<file path="src/rtl/fp_align_stage.sv">
// fp_align_stage
// Two-stage pipelined exponent-alignment unit for the single-precision FP adder.
// Takes the larger-magnitude (big_in) and smaller-magnitude (small_in) operands
// from the swap stage. It unpacks them, finds the exponent difference and
// right-shifts the small significand with guard/round/sticky bits.
//
// Ports:
//   clk, rst             rising-edge clock, synchronous active-high reset
//   big_in, small_in     IEEE-754 single operands, |big_in| >= |small_in|
//   in_valid, in_ready   upstream handshake (in_ready is combinational from out_ready)
//   out_valid, out_ready downstream handshake
//   exp_out              effective exponent of big_in
//   mant_big             {hidden, frac, 3'b000}
//   mant_small           aligned small significand, bit 0 = sticky
//   sign_big, eff_sub    sign of big_in, and sign_big ^ sign_small
//   special              big_in is Inf/NaN (exponent all ones)
module fp_align_stage #(
  parameter int MANT_W = 27
) (
  input  logic              clk,
  input  logic              rst,
  input  logic [31:0]       big_in,
  input  logic [31:0]       small_in,
  input  logic              in_valid,
  output logic              in_ready,
  output logic              out_valid,
  input  logic              out_ready,
  output logic [7:0]        exp_out,
  output logic [MANT_W-1:0] mant_big,
  output logic [MANT_W-1:0] mant_small,
  output logic              sign_big,
  output logic              eff_sub,
  output logic              special
);

  localparam int GRS_W = MANT_W - 24;
  localparam logic [7:0] SHIFT_LIMIT = 8'(MANT_W);

  // Stage 1 registers
  logic        s1_v;
  logic        s1_sign_big;
  logic        s1_sign_small;
  logic [23:0] s1_sig_big;
  logic [23:0] s1_sig_small;
  logic [7:0]  s1_exp;
  logic [7:0]  s1_diff;
  logic        s1_special;

  // Stage 2 valid; the S2 data registers are the outputs themselves
  logic s2_v;

  logic s1_load;
  logic s2_load;

  // Unpack: denormals (exp == 0) have no hidden bit and an effective exponent of 1
  logic [7:0]  big_exp;
  logic [7:0]  small_exp;
  logic [7:0]  big_eff_exp;
  logic [7:0]  small_eff_exp;
  logic [23:0] big_sig;
  logic [23:0] small_sig;

  assign big_exp       = big_in[30:23];
  assign small_exp     = small_in[30:23];
  assign big_eff_exp   = (big_exp == 8'd0) ? 8'd1 : big_exp;
  assign small_eff_exp = (small_exp == 8'd0) ? 8'd1 : small_exp;
  assign big_sig       = {big_exp != 8'd0, big_in[22:0]};
  assign small_sig     = {small_exp != 8'd0, small_in[22:0]};

  // Elastic pipeline control; S1 may refill in the same cycle it hands off to S2
  assign s2_load   = s1_v & (~s2_v | out_ready);
  assign in_ready  = ~s1_v | s2_load;
  assign s1_load   = in_valid & in_ready;
  assign out_valid = s2_v;

  // Alignment shift. The mask collects the bits pushed below bit 0 so they can
  // be folded into the sticky bit. Beyond MANT_W everything is shifted out and
  // only "was the significand non-zero" survives as sticky.
  logic [MANT_W-1:0] ext;
  logic [MANT_W-1:0] shifted;
  logic [MANT_W-1:0] lost_mask;
  logic              lost;
  logic [MANT_W-1:0] aligned;

  assign ext       = {s1_sig_small, {GRS_W{1'b0}}};
  assign shifted   = ext >> s1_diff;
  assign lost_mask = ~({MANT_W{1'b1}} << s1_diff);
  assign lost      = |(ext & lost_mask);
  assign aligned   = (s1_diff < SHIFT_LIMIT) ?
                     {shifted[MANT_W-1:1], shifted[0] | lost} :
                     {{(MANT_W-1){1'b0}}, |s1_sig_small};

  // Stage 1: register unpacked operands and the exponent difference
  always_ff @(posedge clk) begin
    if (rst) begin
      s1_v          <= 1'b0;
      s1_sign_big   <= 1'b0;
      s1_sign_small <= 1'b0;
      s1_sig_big    <= '0;
      s1_sig_small  <= '0;
      s1_exp        <= '0;
      s1_diff       <= '0;
      s1_special    <= 1'b0;
    end else begin
      if (s1_load) begin
        s1_v <= 1'b1;
      end else if (s2_load) begin
        s1_v <= 1'b0;
      end
      if (s1_load) begin
        s1_sign_big   <= big_in[31];
        s1_sign_small <= small_in[31];
        s1_sig_big    <= big_sig;
        s1_sig_small  <= small_sig;
        s1_exp        <= big_eff_exp;
        s1_diff       <= big_eff_exp - small_eff_exp;
        s1_special    <= (big_exp == 8'hFF);
      end
    end
  end

  // Stage 2: register the aligned result; data holds while stalled
  always_ff @(posedge clk) begin
    if (rst) begin
      s2_v       <= 1'b0;
      exp_out    <= '0;
      mant_big   <= '0;
      mant_small <= '0;
      sign_big   <= 1'b0;
      eff_sub    <= 1'b0;
      special    <= 1'b0;
    end else begin
      if (s2_load) begin
        s2_v <= 1'b1;
      end else if (out_ready) begin
        s2_v <= 1'b0;
      end
      if (s2_load) begin
        exp_out    <= s1_exp;
        mant_big   <= {s1_sig_big, {GRS_W{1'b0}}};
        mant_small <= aligned;
        sign_big   <= s1_sign_big;
        eff_sub    <= s1_sign_big ^ s1_sign_small;
        special    <= s1_special;
      end
    end
  end

endmodule
</file>
<file path="config.mk">
export PLATFORM = sky130hd
export DESIGN_NAME = fp_align_stage
export DESIGN_NICKNAME = d
export VERILOG_FILES = /design/src/rtl/fp_align_stage.sv
export SDC_FILE = /design/constraint.sdc
export NUM_CORES = 1
export LEC_CHECK = 0
export BUFFER_PORTS_ARGS = -buffer_cell sky130_fd_sc_hd__buf_2
export CORE_ASPECT_RATIO = 1.2
export CORE_MARGIN = 3
export CORE_UTILIZATION = 35
export DETAILED_ROUTE_END_ITERATION = 6
export SLEW_MARGIN = 5
export SYNTH_ARGS = -nofsm -noshare
export SYNTH_HDL_FRONTEND = slang
export SYNTH_SLANG_ARGS = --single-unit
</file>
<file path="constraint.sdc">
create_clock -name clk -period 3.77 [get_ports clk]
set_input_delay 0.5655 -clock clk [delete_from_list [all_inputs] [get_ports clk]]
set_output_delay 0.5655 -clock clk [all_outputs]
set_load 0.02 [all_outputs]
</file>
==> results.md, run 1 <==
* Leakage power at about 0.0033 uW
* Hold wc startpoint: big_in[18]
* Wirelength per Cell at 15.80 um
* Total gr overflow at 0
* Sequential-to-total area share from yosys stat at between 30% and 40%
* GPL Wtd Cong at approximately 0.93
* CTS Buf Count at 17
* PwrDens at between 400 and 500 nW/um2
* I/O pins at between 100 and 150
* Total of max-cap violations at 0
* Final Skew at 7.248 ps
* CP required at roughly 4000 ps
* P&R area growth vs syn at 20.19%
* Die X at ~130 um
* Num rows at 54
* Worst r2r src: s1_diff[0]$_SDFFE_PP0P_
* Outcome: finished clean
* #FFs+latches synth at 131
* Share of cells above drive strength 1 at between 20% and 30%
* Post-CTS Hold Fix Bufs at 0
* R2r setup slk at between 1000 and 1500 ps
* Critical Path Start: s1_diff[0]$_SDFFE_PP0P_
* Final wirelength at 19,110 um
* Pin count of the biggest net entering global routing at 67
* Post-DP HPWL at approximately 13,000 um
* Cell variety after synth at 67
* Worst slew pin tran at roughly 950 ps
* Min-Delay Path Class: input pin to flop
* Final Hold Viols at 0
* Antenna violations before repair at 2
* Clk root buf: clkbuf_16
* R2r endpoint: mant_small[0]$_SDFFE_PP0P_
* Cells after Synth at 857
* Post-Synth Adder-Cell Area at under 10%
* Setup TNS at 0 ps
* Fin. max-slew vios at 0
* Ys async rst share at 0%
* DIE AREA at 20,750 um2
* Reg2Reg Depth at 5
* CTS tree: done
* DR iter-0 viols at 462
* Die Y at 157.2 um
* Num Clock Sinks at 131
* Core Region at between 15,000 and 20,000 um2
* Via count at 6,296
* Vias in the first global route at just under 6,000
* Most frequent cells in the layout: 220 x nand2_1, 130 x dfxtp_1, 130 x buf_2
* Initial Utilization at 36.16%
* Setup bufs post-CTS at 0
* Complex-gate fraction of the synthesized area at a little under a fifth
* CP Depth at 5
* Final Non-Filler Cells at roughly 1,200
* Worst path bufs/invs at 0
* Cells after DPL at around 1,200
* Synth Flop Type: dfxtp_1
* Synthesized area at ~6700 um2
* Vias per std cell at 5.208
* Arr. time, crit path at slightly below 3000 ps
* Critical path endpoint category: flop
* Hold Path End: s1_sig_big[18]$_SDFFE_PP0P_
* Critical path startpoint category: flop
* Crit path max-delay family: flip-flops
* H-tree depth at 4
* Post-CTS Resized at 0
* Unrepaired setup endpoints after global routing: false
* Fmax at a little under 400 MHz
* Clk buf depth at 2
* Total GRT Usage at between 10% and 20%
* Worst VDD drop at 0.3564 mV
* Post-Synth XOR/XNOR Area at less than 1%
* Simple-gate share of the synthesized area at between 20% and 30%
* Drt pass-1 iters at 5
* Final net count at approximately 1,000
* Main combinational cell family by area after synthesis: simple AND/OR/NAND/NOR gates
* Fin crit period at 2604 ps
* Crit-path max cell delay at about 950 ps
* Remaining DRCs at 0
* Critical path's slowest cell: dfxtp_2
* YS warnings at 0
* Clk Latency, worst-skew pair at 420 ps
* Crit path cell chain: mux4_1 -> and3_1 -> a31oi_1 -> a2111oi_0 -> o31a_1
* Reg clk slew, reported paths at around 60 ps
* Post-synthesis mux area share at between 10% and 20%
* Worst-path fanout max at 36
* Commonest non-fill, non-tap cell in the layout: nand2_1
* Final Setup Violations at 0
* Syn Area/Cell at a little under 8 um2
* CP Class: flop to flop
* Hold path depth at 3
* Antenna Nets Post-Route at 0
* Number of flops mapped to enable cells by yosys at 0
* Port Buffers at between 100 and 150
* Ratio of final minimum period to clock period at between 60 and 70%
* Slew HR at 36.76%
* First-pass GRT wire length at roughly 31,000 um
cell usage after synthesis, types with 13 or more instances:
cell type | n | area (um2)
a21oi_1 | 123 | 615.6
buf_2 | 13 | 65.06
clkbuf_1 | 48 | 180.2
dfxtp_1 | 131 | 2623
inv_1 | 14 | 52.55
mux2i_1 | 30 | 300.3
nand2_1 | 222 | 833.3
nand3_1 | 13 | 65.06
nor2_1 | 45 | 168.9
nor3_1 | 25 | 125.1
o21ai_0 | 19 | 95.09
logic make-up after synthesis:
kind of cell               after synthesis
and+or+nand+nor                        356
DFF                                    131
AOI/OAI and AO/OA                      214
buffers and inverters                   93
other                                    1
adders and majority gates                8
muxes                                   50
xor gates and xnor gates                 4
worst reg2reg max path, stage by stage (launching register included):
cell	delay, ps
dfxtp_2	950
mux4_1	770
and3_1	220
a31oi_1	120
a2111oi_0	110
o31a_1	330
through the flow:
step	setup WS (ps)	instance area (um2)	hold WS [ps]	util [%]	power, uW
floorplan	1322	6676	432.1	-	1980
global placement	857.7	7407	434.6	40.16	2157
detailed placement	793.7	7407	438.8	40.16	2159
CTS	1164	8013	351.4	43.44	3885
global route	1028	8013	363.9	43.44	4023
finish	1166	8015	374.9	43.45	3839
flip-flops by register name (all words and copies together), names as in the netlist:
register and cells:
sign_big 1, s1_sign_big 1, s1_sig_big 24, exp_out 8
mant_small 27, out_valid 1, eff_sub 1, special 1
s1_diff 8, s1_sig_small 24, s1_sign_small 1, s1_exp 8
s1_special 1, mant_big 24, s1_v 1
worst max-delay path by stage:
stage / end
after floorplan: s1_diff[4]$_SDFFE_PP0P_
after global placement: s1_diff[6]$_SDFFE_PP0P_
after detailed placement: s1_diff[6]$_SDFFE_PP0P_
after CTS: mant_small[0]$_SDFFE_PP0P_
after global routing: mant_small[0]$_SDFFE_PP0P_
final: mant_small[0]$_SDFFE_PP0P_
cell type report:
cell class / instances / area [um2]
Sequential cell: 131 / 2624
Multi-Input combinational cell: 635 / 3664
Fill cell: 1901 / 10430
Clock inverter: 15 / 180.2
Inverter: 15 / 56.30
Tap cell: 252 / 315.3
Clock buffer: 17 / 425.4
Timing Repair Buffer: 143 / 748.2
Antenna cell: 1 / 2.502
report_power, final:
part	switching, uW	internal, uW	leakage (uW)
sequential	72.2	1450	0.00107
clock	664	1050	0.000302
combinational	378	232	0.00194
total	1110	2720	0.00331
metal layers:
metal	share of wire, %	GRT usage, %	up-vias
met5	0.099	0	-
met4	2.8	7.104	4
met1	43	23.75	2873
met2	46	29.46	232
met3	8.3	6.042	41
li1	-	-	3146
(Power assumes the default switching activity.)
==> run 2: changes to the inputs <==
--- a/config.mk
+++ b/config.mk
@@ -5,6 +5,7 @@
 export SDC_FILE = /design/constraint.sdc
 export NUM_CORES = 1
 export LEC_CHECK = 0
+export ABC_AREA = 1
 export BUFFER_PORTS_ARGS = -buffer_cell sky130_fd_sc_hd__buf_2
 export CORE_ASPECT_RATIO = 1.2
 export CORE_MARGIN = 3
==> constraint.sdc (replaced) <==
create_clock -name clk -period 2.4 [get_ports clk]
set_input_delay 0.36 -clock clk [delete_from_list [all_inputs] [get_ports clk]]
set_output_delay 0.36 -clock clk [all_outputs]
set_load 0.02 [all_outputs]
==> run 2 against run 1 <==
Compared with the run above: sequential power grew 60%; final cell count rose by 15%; area after synthesis increased by 0.36%; routed wire length is 6.3% higher; final area increased by 2.4%; synthesized cell count grew 18%; non-clock buffer count grew 21; clock power grew 47%; critical path depth up 9; count of clock-buffer cells in the layout grew 1; largest power group unchanged.
==> results.md, run 2 <==
* Critical path endpoint category: flop
* Post-synth top cells: 207 x nand2_1, 175 x nor2_1, 131 x dfxtp_1
* Commonest non-fill, non-tap cell in the layout: nand2_1
* Yosys top cell by area: dfxtp_1
* Min-Delay Path Class: input pin to flop
* Post-Synth XOR/XNOR Area at 1.047% (+0.52 points)
* Post-CTS Hold Fix Bufs at 0 (unchanged)
* Post-DP HPWL at 14,790 um (+11%)
* Clk buf depth at 2 (unchanged)
* Num rows at 54 (unchanged)
* Arr. time, crit path at 2390 ps (-530 ps)
* Final core occ at 44.49% (+1.0 points)
* Leakage power at 0.003812 uW (+15%)
* Pin count of the biggest net entering global routing at 81 (+21%)
* Worst-path fanout max at 2 (-94%)
* Die Y at 157.5 um (+0.17%)
* Ratio of final minimum period to clock period at slightly below 90%
* Number of flops mapped to enable cells by yosys at 0 (unchanged)
* Unrepaired setup endpoints after global routing: false
* Cells after DPL at 1,358 (+15%)
* Leading post-synthesis cells by cell area: dfxtp_1 39%, nand2_1 12%, nor2_1 9.8%
* Drt pass-1 iters at 5 (unchanged)
* Final Skew at 11.11 ps (+3.867 ps)
* Ys async rst share at 0% (unchanged)
* Synthesized area at 6693 um2 (+0.36%)
* Fin. max-slew vios at 0 (unchanged)
* Worst slew pin tran at 647.7 ps (-301.0 ps)
* Share of cells above drive strength 1 at 19.07% (-2.2 points)
* Power, Total at 6299 uW (+64%)
* H-tree depth at 4 (unchanged)
* Routed met3 length at 1126 um (-29%)
* Post-Synth Adder-Cell Area at 1.608% (-0.0057 points)
* CP required at 2700 ps (-1390 ps)
* Total of max-cap violations at 0 (unchanged)
* Die X at 132.2 um (+0.17%)
* Complex-gate fraction of the synthesized area at 18.73% (-0.35 points)
* Synth top area share at 39.18% (-0.14 points)
* Met2 routed WL at 9492 um (+8.7%)
* Synth Flop Type: dfxtp_1
* Fill cells at 2,040 (+7.3%)
* Initial Utilization at 36.28% (+0.13 points)
* First-pass GRT wire length at 32,620 um (+4.3%)
* GPL Wtd Cong at 0.9347 (+0.91%)
* Outcome: finished clean
* Vias per std cell at 4.936 (-5.2%)
* CP Class: input pin to flop
* Fin crit period at 2090 ps
* Cells after Synth at 1,015 (+18%)
* Worst VDD drop at 0.4566 mV (+28%)
* I/O pins at 135 (unchanged)
* Syn Area/Cell at 6.594 um2 (-15%)
* Via count at 6,871 (+9.1%)
* Port Buffers at 131 (unchanged)
* Post-synthesis mux area share at 0.2991% (-10 points)
* Multi-input combinational cell area at 3507 um2 (-4.3%)
* Final Non-Filler Cells at 1,392 (+15%)
* Top-count cell post-synth: nand2_1
* Critical path startpoint category: input pin
* Vias in the first global route at 6,443 (+9.0%)
* Reg area at 2623 um2 (about the same)
* Slew HR at 56.82% (+20 points)
* Final Hold Viols at 0 (unchanged)
* Clk root buf: clkbuf_16
* Main combinational cell family by area after synthesis: simple AND/OR/NAND/NOR gates
* Simple-gate share of the synthesized area at 30.42% (+7.4 points)
* Final wirelength at 20,300 um (+6.3%)
* CTS Buf Count at 17 (unchanged)
* Total GRT Usage at 19.30% (+0.69 points)
* Top Layer Used: met4
* CTS tree: done
* Most frequent cells in the layout: 205 x nand2_1, 175 x nor2_1, 131 x dfxtp_1, 131 x buf_2, 113 x o21ai_0
* Num Clock Sinks at 131 (unchanged)
* Reg clk slew, reported paths at 60 ps (about the same)
* Cell variety after synth at 40 (-40%)
* #FFs+latches synth at 131 (unchanged)
* Final Setup Violations at 0 (unchanged)
* Total gr overflow at 0 (unchanged)
* Antenna violations before repair at 2 (unchanged)
* Wirelength per Cell at 14.58 um (-7.7%)
* Sequential-to-total area share from yosys stat at 39.18% (-0.14 points)
* YS warnings at 0 (unchanged)
* Final net count at 1,201 (+18%)
* PwrDens at 767.6 nW/um2 (+60%)
* WL met1 at 8968 um (+9.0%)
* Remaining DRCs at 0 (unchanged)
* Clk Latency, worst-skew pair at 420 ps (about the same)
* Antenna Nets Post-Route at 0 (unchanged)
* P&R area growth vs syn at 22.60%
* DIE AREA at 20,820 um2 (+0.34%)
* Fmax at between 400 and 500 MHz
* Core Region at 18,450 um2 (unchanged)
* Top reg by flops: mant_small
* Max FFs per register at 27 (unchanged)
* DR iter-0 viols at 390 (-16%)
[run 2: cell types whose count changed after synthesis, sizes merged, moves of 24 or more]
cell,delta
o21ai,+120
mux2i,-28
inv,+45
nor2,+134
nor3,-24
nand3,+63
a21oi,-48
[run 2: layer usage]
layer / vias to the layer above / track usage, %
met5: - / 0
met2: 209 / 32.03
met3: 50 / 4.699
met4: 0 / 8.465
li1: 3550 / -
met1: 3062 / 23.99
[run 2: final timing paths]
path | start | endpoint | slack (ps) | cells after the start
min | big_in[21] | s1_sig_big[21]$_SDFFE_PP0P_ | 190 | 3
max reg2reg | s1_diff[7]$_SDFFE_PP0P_ | mant_small[10]$_SDFFE_PP0P_ | 360 | 11
max | big_in[23] | s1_diff[6]$_SDFFE_PP0P_ | 310 | 14
min reg2reg | mant_small[8]$_SDFFE_PP0P_ | mant_small[8]$_SDFFE_PP0P_ | 460 | 2
[run 2: worst max-delay path: stages]
cell     delay [ps]
buf_2           100
nor4_1          260
nand2_1          70
nor3_1          200
nor2_1          100
ha_1            230
fa_1            410
o21ai_2         160
a21oi_1          70
inv_1            50
a21oi_1          60
xnor2_1         120
o21ai_0         140
inv_1            50
[run 2: kinds of logic after synthesis]
kind of cell / Yosys count
buffers and inverters: 136
other: 1
muxes: 2
DFF: 131
xor gates and xnor gates: 8
AOI/OAI and AO/OA: 239
and+or+nand+nor: 490
adders and majority gates: 8
[run 2: stage by stage]
stage | hold slack (ps) | setup TNS [ps] | cell area (um2) | worst slack [ps]
2_1_floorplan | 449.5 | 0 | 6700 | 19.38
3_3_place_gp | 449.7 | -238.1 | 7619 | -197.4
3_5_place_dp | 453.4 | -226.6 | 7619 | -181.7
4_1_cts | 176.4 | 0 | 8197 | 257.5
5_1_grt | 198.8 | 0 | 8205 | 11.88
6_report | 187.9 | 0 | 8205 | 309.9
[run 2: timing repair]
| action | CTS | global route |
|---|---|---|
| resized for setup | 0 | 2 |
| endpoints found under the setup margin | 0 | 1 |
| setup buffers | 0 | 0 |
[run 2: power by group]
group,switching (uW),internal (uW)
Clock,1040,1480
Sequential,106,2330
Combinational,884,459
[run 2: layout make-up]
type | instances | area share (%)
sequential | 131 | 31.96
clock buffer | 18 | 5.352
clock inverter | 14 | 1.693
timing repair buffer | 164 | 11.47
inverter | 61 | 2.882
multi-input combinational | 750 | 42.74
tap | 252 | 3.843
antenna | 2 | 0.06099
==> run 3: changes to the inputs <==
--- a/config.mk
+++ b/config.mk
@@ -6,11 +6,11 @@
 export NUM_CORES = 1
 export LEC_CHECK = 0
 export ABC_AREA = 1
-export BUFFER_PORTS_ARGS = -buffer_cell sky130_fd_sc_hd__buf_2
 export CORE_ASPECT_RATIO = 1.2
 export CORE_MARGIN = 3
 export CORE_UTILIZATION = 35
 export DETAILED_ROUTE_END_ITERATION = 6
+export DONT_BUFFER_PORTS = 1
 export SLEW_MARGIN = 5
 export SYNTH_ARGS = -nofsm -noshare
 export SYNTH_HDL_FRONTEND = slang
==> run 3 against run 2 <==
Compared with the run above: clock skew is 3.7 ps lower; non-clock buffer count is 138 lower; via count is 6.0% lower; flip-flop and latch count stayed put; worst setup slack better by 31 ps; final cell count is 9.9% lower; sequential share of layout area is 3.2 points higher; maximum frequency is 1.5% higher; critical endpoint unchanged; largest power group is now registers.
==> results.md, run 3 (synthesis results as in run 2) <==
* Clk Latency, worst-skew pair at 410 ps (about the same)
* Vias per std cell at 5.150 (+4.3%)
* Fin. max-slew vios at 0 (unchanged)
* Clk root buf: clkbuf_16
* Leakage power at 0.003163 uW (-17%)
* Max FFs per register at 27 (unchanged)
* Total gr overflow at 0 (unchanged)
* Core Region at 18,450 um2 (unchanged)
* Top reg by flops: mant_small
* DIE AREA at 20,820 um2 (unchanged)
* Ratio of final minimum period to clock period at 85.79% (-1.3 points)
* Crit path cell chain: nor4_1 -> nand2_1 -> nor3_1 -> nor2_1 -> ha_1 -> fa_1 -> o21ai_0 -> a21oi_1 -> inv_1 -> a21oi_1 -> xnor2_1 -> o21ai_0 -> inv_1
* Slew HR at 58.41% (+1.6 points)
* Multi-input combinational cell area at 3503 um2 (-0.11%)
* Post-CTS Resized at 0 (unchanged)
* Unrepaired setup endpoints after global routing: false
* WL met1 at 8773 um (-2.2%)
* Die Y at 157.5 um (unchanged)
* Cell area after layout at 7466 um2 (-9.0%)
* Area post-placement at 6870 um2 (-9.8%)
* Min-Delay Path Class: input pin to flop
* Reg clk slew, reported paths at 60 ps (about the same)
* Critical path's slowest cell: fa_1
* P&R area growth vs syn at 11.55%
* Post-DP HPWL at 14,660 um (-0.84%)
* CTS tree: done
* CP required at 2700 ps (about the same)
* Top Layer Used: met5
* Initial Utilization at 36.28% (unchanged)
* Vias in the first global route at 5,949 (-7.7%)
* Wirelength per Cell at 16.17 um (+11%)
* Port Buffers at 0 (-100%)
* Fin crit period at 2059 ps (-31.05 ps)
* CP Class: input pin to flop
* Antenna Nets Post-Route at 0 (unchanged)
* Critical path startpoint category: input pin
* Share of cells above drive strength 1 at 7.500% (-12 points)
* Remaining DRCs at 0 (unchanged)
* Reg area at 2623 um2 (unchanged)
* H-tree depth at 4 (unchanged)
* Final Setup Violations at 0 (unchanged)
* Pin count of the biggest net entering global routing at 63 (-22%)
* Hold Slack at 14.69 ps (-173.2 ps)
* I/O pins at 135 (unchanged)
* Critical path endpoint category: flop
* Worst slew pin tran at 623.9 ps (-23.80 ps)
* Final Skew at 7.377 ps (-3.738 ps)
* Crit-path max cell delay at 380 ps (-30 ps)
* CTS Buf Count at 17 (unchanged)
* Final net count at 1,063 (-11%)
* Worst VDD drop at 0.4679 mV (+2.5%)
* GPL Wtd Cong at 0.9089 (-2.8%)
* Num rows at 54 (unchanged)
* Antenna violations before repair at 2 (unchanged)
* Outcome: finished clean
* Commonest non-fill, non-tap cell in the layout: nand2_1
* Clk buf depth at 2 (unchanged)
* Worst-path fanout max at 3 (+1)
* Via count at 6,458 (-6.0%)
* Total GRT Usage at 18.98% (-0.32 points)
* Total of max-cap violations at 0 (unchanged)
* DR iter-0 viols at 450 (+15%)
* Routed met3 length at 1309 um (+16%)
* Arr. time, crit path at 2360 ps (-30 ps)
* Most frequent cells in the layout: 205 x nand2_1, 175 x nor2_1, 131 x dfxtp_1
* R2r setup slk at 410 ps (+50 ps)
* First-pass GRT wire length at 31,850 um (-2.3%)
* Fmax at 485.7 MHz (+1.5%)
* Met2 routed WL at 9664 um (+1.8%)
* Die X at 132.2 um (unchanged)
* Drt pass-1 iters at 5 (unchanged)
* Num Clock Sinks at 131 (unchanged)
* Final wirelength at 20,270 um (-0.13%)
* Fill cells at 2,023 (-0.83%)
* PwrDens at 823.4 nW/um2 (+7.3%)
* Final Hold Viols at 0 (unchanged)
## run 3: changes by cell type in the layout (fill, tap and decap cells not counted), moves of 2 or more
cell           before  now
dlygate4sd3_1       0    2
buf_4              30   23
clkinv_4            3    5
buf_12              3    1
buf_2             131    0
## run 3: where the power goes
group	leakage [uW]	internal [uW]	switching, uW
Combinational	0.00180	364	740
Clock	0.000279	1460	1050
Sequential	0.00108	2330	208
## run 3: final timing paths
kind | from | endpoint | cells past startpoint
max | big_in[23] | s1_diff[6]$_SDFFE_PP0P_ | 13
min | rst | mant_small[14]$_SDFFE_PP0P_ | 1
max reg2reg | s1_diff[7]$_SDFFE_PP0P_ | mant_small[7]$_SDFFE_PP0P_ | 12
min reg2reg | s1_sig_big[9]$_SDFFE_PP0P_ | s1_sig_big[9]$_SDFFE_PP0P_ | 2
## run 3: what timing repair did
| action | CTS | global route |
|---|---|---|
| hold buffers | 1 | 1 |
| hold endpoints to repair | 4 | 2 |
| buffers inserted | 0 | 0 |
## run 3: final cells by class
type | instances | area share [%]
sequential | 131 | 35.13
tap | 252 | 4.223
timing repair buffer | 26 | 2.849
antenna | 2 | 0.06704
clock buffer | 18 | 5.748
inverter | 61 | 3.167
multi-input combinational | 750 | 46.92
clock inverter | 14 | 1.894
## run 3: critical path, delay by kind of cell
family | cells | cell delay, ps
AND/OR/NAND/NOR | 4 | 640
adder cells (fa/ha/maj) | 2 | 610
XOR/XNOR | 1 | 120
AO/OA/AOI/OAI | 4 | 520
buffers and inverters | 2 | 110
## run 3: layer usage
metal | up-vias | global-route usage (%)
li1 | 3269 | -
met1 | 2927 | 23.93
met2 | 224 | 31.54
met3 | 36 | 4.795
met4 | 2 | 7.178
met5 | - | 0
## run 3: metrics by stage
stage | utilization [%] | total power (uW) | cells | worst slack [ps] | TNS, ps
floorplan | - | 3401 | 1017 | 19.38 | 0
global placement | 37.25 | 3672 | 1218 | -75.29 | -75.29
detailed placement | 37.25 | 3679 | 1218 | -73.12 | -73.12
CTS | 40.39 | 6202 | 1251 | 352.6 | 0
global route | 40.46 | 6476 | 1253 | 116.5 | 0
finish | 40.48 | 6147 | 1254 | 340.9 | 0
